File: src/rtl/div_ctrl.sv
// div_ctrl: EX-stage sequencer for the multi-cycle radix-2 divider
module div_ctrl #(
    parameter int TIMEOUT = 48
) (
    input  logic        clk,
    input  logic        rst,
    input  logic        req_i,
    input  logic        signed_i,
    input  logic [31:0] op1_i,
    input  logic [31:0] op2_i,
    input  logic        flush_i,
    input  logic [63:0] div_result_i,
    input  logic        div_ready_i,
    output logic        div_start_o,
    output logic        div_annul_o,
    output logic        div_signed_o,
    output logic [31:0] div_op1_o,
    output logic [31:0] div_op2_o,
    output logic        stallreq_o,
    output logic        whilo_o,
    output logic [31:0] hi_o,
    output logic [31:0] lo_o,
    output logic        timeout_o
);
    localparam int WW = $clog2(TIMEOUT);
    typedef enum logic [1:0] {IDLE, BUSY, DONE, CANCEL} state_t;
    state_t state, state_n;
    logic [WW-1:0] wdog, wdog_n;
    logic [1:0] cnt, cnt_n;
    logic start_n, annul_n, signed_n, timeout_n;
    logic [31:0] op1_n, op2_n;
    assign hi_o = div_result_i[63:32];
    assign lo_o = div_result_i[31:0];
    // state and latched divider controls
    always_ff @(posedge clk) begin
        if (rst) begin
            state        <= IDLE;
            div_start_o  <= 1'b0;
            div_annul_o  <= 1'b0;
            div_signed_o <= 1'b0;
            div_op1_o    <= '0;
            div_op2_o    <= '0;
            timeout_o    <= 1'b0;
            wdog         <= '0;
            cnt          <= '0;
        end else begin
            state        <= state_n;
            div_start_o  <= start_n;
            div_annul_o  <= annul_n;
            div_signed_o <= signed_n;
            div_op1_o    <= op1_n;
            div_op2_o    <= op2_n;
            timeout_o    <= timeout_n;
            wdog         <= wdog_n;
            cnt          <= cnt_n;
        end
    end
    // next state, stall and HI/LO strobe; flush outranks ready, ready outranks the watchdog
    always_comb begin
        state_n    = state;
        start_n    = div_start_o;
        annul_n    = div_annul_o;
        signed_n   = div_signed_o;
        op1_n      = div_op1_o;
        op2_n      = div_op2_o;
        timeout_n  = timeout_o;
        wdog_n     = wdog;
        cnt_n      = cnt;
        stallreq_o = 1'b0;
        whilo_o    = 1'b0;
        case (state)
            IDLE: begin
                if (req_i && !flush_i) begin
                    signed_n   = signed_i;
                    op1_n      = op1_i;
                    op2_n      = op2_i;
                    start_n    = 1'b1;
                    wdog_n     = '0;
                    stallreq_o = 1'b1;
                    state_n    = BUSY;
                end
            end
            BUSY: begin
                wdog_n = wdog + 1'b1;
                if (flush_i) begin
                    start_n = 1'b0;
                    annul_n = 1'b1;
                    cnt_n   = '0;
                    state_n = CANCEL;
                end else if (div_ready_i) begin
                    whilo_o = 1'b1;
                    start_n = 1'b0;
                    state_n = DONE;
                end else if (wdog == WW'(TIMEOUT - 1)) begin
                    timeout_n = 1'b1;
                    start_n   = 1'b0;
                    annul_n   = 1'b1;
                    cnt_n     = '0;
                    state_n   = CANCEL;
                end else begin
                    stallreq_o = 1'b1;
                end
            end
            DONE: begin
                stallreq_o = req_i;
                state_n    = div_ready_i ? DONE : IDLE;
            end
            CANCEL: begin
                stallreq_o = req_i;
                cnt_n      = cnt + 2'd1;
                if (cnt == 2'd2) begin
                    annul_n = 1'b0;
                    state_n = IDLE;
                end
            end
            default: state_n = IDLE;
        endcase
    end
endmodule

File: config.mk
export PLATFORM = sky130hd
export DESIGN_NAME = div_ctrl
export DESIGN_NICKNAME = d
export VERILOG_FILES = /design/src/rtl/div_ctrl.sv
export SDC_FILE = /design/constraint.sdc
export NUM_CORES = 1
export LEC_CHECK = 0
export CORE_MARGIN = 2
export CORE_UTILIZATION = 30
export DETAILED_ROUTE_END_ITERATION = 16
export PLACE_DENSITY = 0.75
export RECOVER_POWER = 100
export SLEW_MARGIN = 5
export SYNTH_ARGS = -nofsm -noshare
export SYNTH_HDL_FRONTEND = slang
export SYNTH_SLANG_ARGS = --single-unit
File: constraint.sdc
create_clock -name clk -period 1.5 [get_ports clk]
set_input_delay 0.3 -clock clk [delete_from_list [all_inputs] [get_ports clk]]
set_output_delay 0.3 -clock clk [all_outputs]
set_load 0.01 [all_outputs]
==> reports/results.ini <==
[global_routing]
grt_start_max_net_pins = 39
antenna_found_initial = 0
grt_pass1_wl_um = 15170
grt-ovfl-total = 0
grt.total_usage_pct = 14.90
grt_pass1_vias = 3245

[setup_path]
worstPathArrival_ns = 1.86
critical_path_class = input port to flop
worstPathRequired_ns = 1.69
worstSetupEndpointType = flop
start_kind = input port
critPathMaxFanout = 8

[pwr]
intPower_mw = 4.214
comb_power_share_pct = 18.9
swShare_pct = 24.76
seqPwrFrac_pct = 40.2
fin_total_pwr_mw = 5.601
power_density_mw_per_mm2 = 968.3
pwr-share-clk_pct = 40.9
leakage_nw = 2.444
ir_drop_mv = 0.5078
p_sw_mw = 1.387

[floorplanning]
io_pins = 268
die_area_sq_mm = 0.01240
num_rows = 39
chipHeight_um = 111.4
die_x_um = 111.4
initial_core_util_pct = 30.55
core_area_sq_mm = 0.01132

[min_path]
hp-class = input port to flop

[yosys]
synth.distinct_cells = 38
synth.largest_area_cell = dfxtp_1
syn_inst = 424
synth_nets = 560
synth-seq-area-share_pct = 45.15
syn_area_per_cell_sq_um = 8.156
synth_warnings = 0
yosysTopAreaCellShare_pct = 45.15
synth_area_sq_mm = 0.003458
ys_ff_latch = 78
netlist_top_cells_area = dfxtp_1, buf_4, nand2_1, a21oi_1, buf_6

[placed_design]
io_buffers = 139
dp_hpwl_um = 6761
dp_slack_ns = -0.8355
gp_congestion = 0.8353

[sta]
maxSlewViolCount = 0
finalHoldViolations = 0
setup_viol = 75
slew_headroom_pct = 69.35
fin_crit_sh_pct = 111.6
rsz0062_at_grt = true
period_minus_slack_ns = 1.674
holdWs_ns = 0.3975
fin_ws_ns = -0.1745
tightest_slew_ns = 0.4597
clock_skew_ns = 0.007641
fmax_mhz = 597.2

[drt]
drc = 0
drt-wirelength-per-cell_um = 17.38
drt-met1-wl_um = 4966
top_layer = met4
wl_met3_um = 798
drtIter0Drc = 226
drt_wl_total_um = 12010
ant_nets = 0
route.met2.wl_um = 5924
routed_via_density = 4.893
dr.pass1.iters = 4
vias = 3381

[cells_and_area]
final_layout_size_suffix_gt1_share_pct = 31.39
utilization_pct = 51.09
n_fill_cell = 1031
area_growth_syn_to_layout_pct = 67.26
diodes = 0
nets = 679

[clock_network]
cts_tree = built
clockBufferDepth = 2
clkLatencyLatePin_ns = 0.32
postCtsHoldBufs = 0
cts.sinks = 78
htree_levels = 3
clk_pin_slew_ns = 0.06
numCtsBuffers = 9
cts_root_buf = clkbuf_16

[run_status]
status = finished with violations
violations = negative setup slack

[flow_run]
cap_violations = 0

## power by group through the flow
stage          Combinational (mW)  Clock [mW]  Sequential, mW
6_report                     1.06        2.29            2.25
5_1_grt                      1.13        2.44            2.26
4_1_cts                     0.763        2.36            2.23
3_5_place_dp                0.780           0            2.27
3_3_place_gp                0.767           0            2.27
2_1_floorplan               0.461           0            2.31
## per-stage QoR
step | area [sq um] | setup TNS (ns) | instances
after floorplan | 3458 | 0 | 424
after global placement | 4591 | -45.21 | 641
after detailed placement | 4591 | -48.21 | 641
after CTS | 5024 | -1.378 | 669
after global routing | 5784 | -10.44 | 691
final | 5784 | -8.790 | 691
## critical path, stage by stage
cell and delay (ns):
clkdlybuf4s50_1 0.56, or4b_4 0.63, clkbuf_16 0.23, nand2_1 0.07
a21oi_1 0.06
## registers in the layout, summed over array words and instances, names as in the netlist
register and cells:
cnt 2, div_annul_o 1, div_op1_o 32, div_signed_o 1
timeout_o 1, state 2, div_op2_o 32, wdog 6
div_start_o 1
## cell usage after synthesis (all sizes together)
| master | instances |
|---|---|
| a211oi | 1 |
| a21oi | 73 |
| a2bb2oi | 1 |
| a311o | 1 |
| a31oi | 1 |
| and2 | 1 |
| and3 | 2 |
| buf | 82 |
| clkbuf | 8 |
| dfxtp | 78 |
| ha | 2 |
| inv | 3 |
| mux2 | 1 |
| nand2 | 135 |
| nand2b | 2 |
| nand3 | 6 |
| nand4 | 1 |
| nor2 | 3 |
| nor2b | 2 |
| nor3b | 1 |
| nor4 | 1 |
| nor4b | 2 |
| o2111ai | 1 |
| o211a | 1 |
| o211ai | 3 |
| o21a | 2 |
| o21ai | 2 |
| o221a | 1 |
| o311ai | 1 |
| o31ai | 1 |
| o41ai | 1 |
| or3 | 1 |
| or3b | 1 |
| or4 | 1 |
| or4b | 1 |
## area by class of cell
type / instances / area [sq um] / share of cell area, %
multi-input cells: 254 / 1685 / 29.14
clock inverters: 5 / 83.83 / 1.449
inverters: 3 / 11.26 / 0.1947
repair buffers: 197 / 2026 / 35.02
clock buffers: 11 / 232.7 / 4.023
flip-flops and latches: 78 / 1567 / 27.08
well taps: 143 / 178.9 / 3.093
## layer usage
metal	track usage, %	vias up
met5	0	-
met4	9.136	0
met3	4.573	46
met2	26.26	117
met1	15.51	1646
li1	-	1572
## final timing paths
check,start,endpoint,slack (ns),depth (start not counted)
max reg2reg,state[0],div_op2_o[22],-0.15,5
min,rst,state[0],0.40,3
min reg2reg,div_op1_o[18],div_op1_o[18],0.46,2
max,req_i,div_op2_o[22],-0.17,5
## cells in the final DEF, fill, tap and decap left out, types with 3 or more instances in the layout
cell / instances
a21oi_1: 46
a21oi_2: 27
nand2_4: 22
inv_1: 3
dfxtp_1: 74
o211ai_1: 3
clkbuf_16: 19
buf_4: 28
nand3_1: 4
clkdlybuf4s50_1: 66
nand2_1: 87
dlygate4sd2_1: 68
nand2_2: 26
buf_6: 14
dfxtp_2: 4
buf_12: 3
clkbuf_1: 3
## logic make-up after synthesis
kind of cell / share of synthesized area, %
AND/OR/NAND/NOR: 19.32
AO/OA/AOI/OAI: 14.87
multiplexers: 0.3256
buffers and inverters: 19.61
flip-flops: 45.15
adder cells (fa/ha/maj): 0.7235
## what timing repair did
action,4_1_cts,5_1_grt
buffers inserted,13,6
hold endpoints to repair,0,0
setup endpoints to repair,140,78
gates resized for setup,107,110
cloned,0,17
pin swaps,11,57
(Power assumes the default switching activity.)
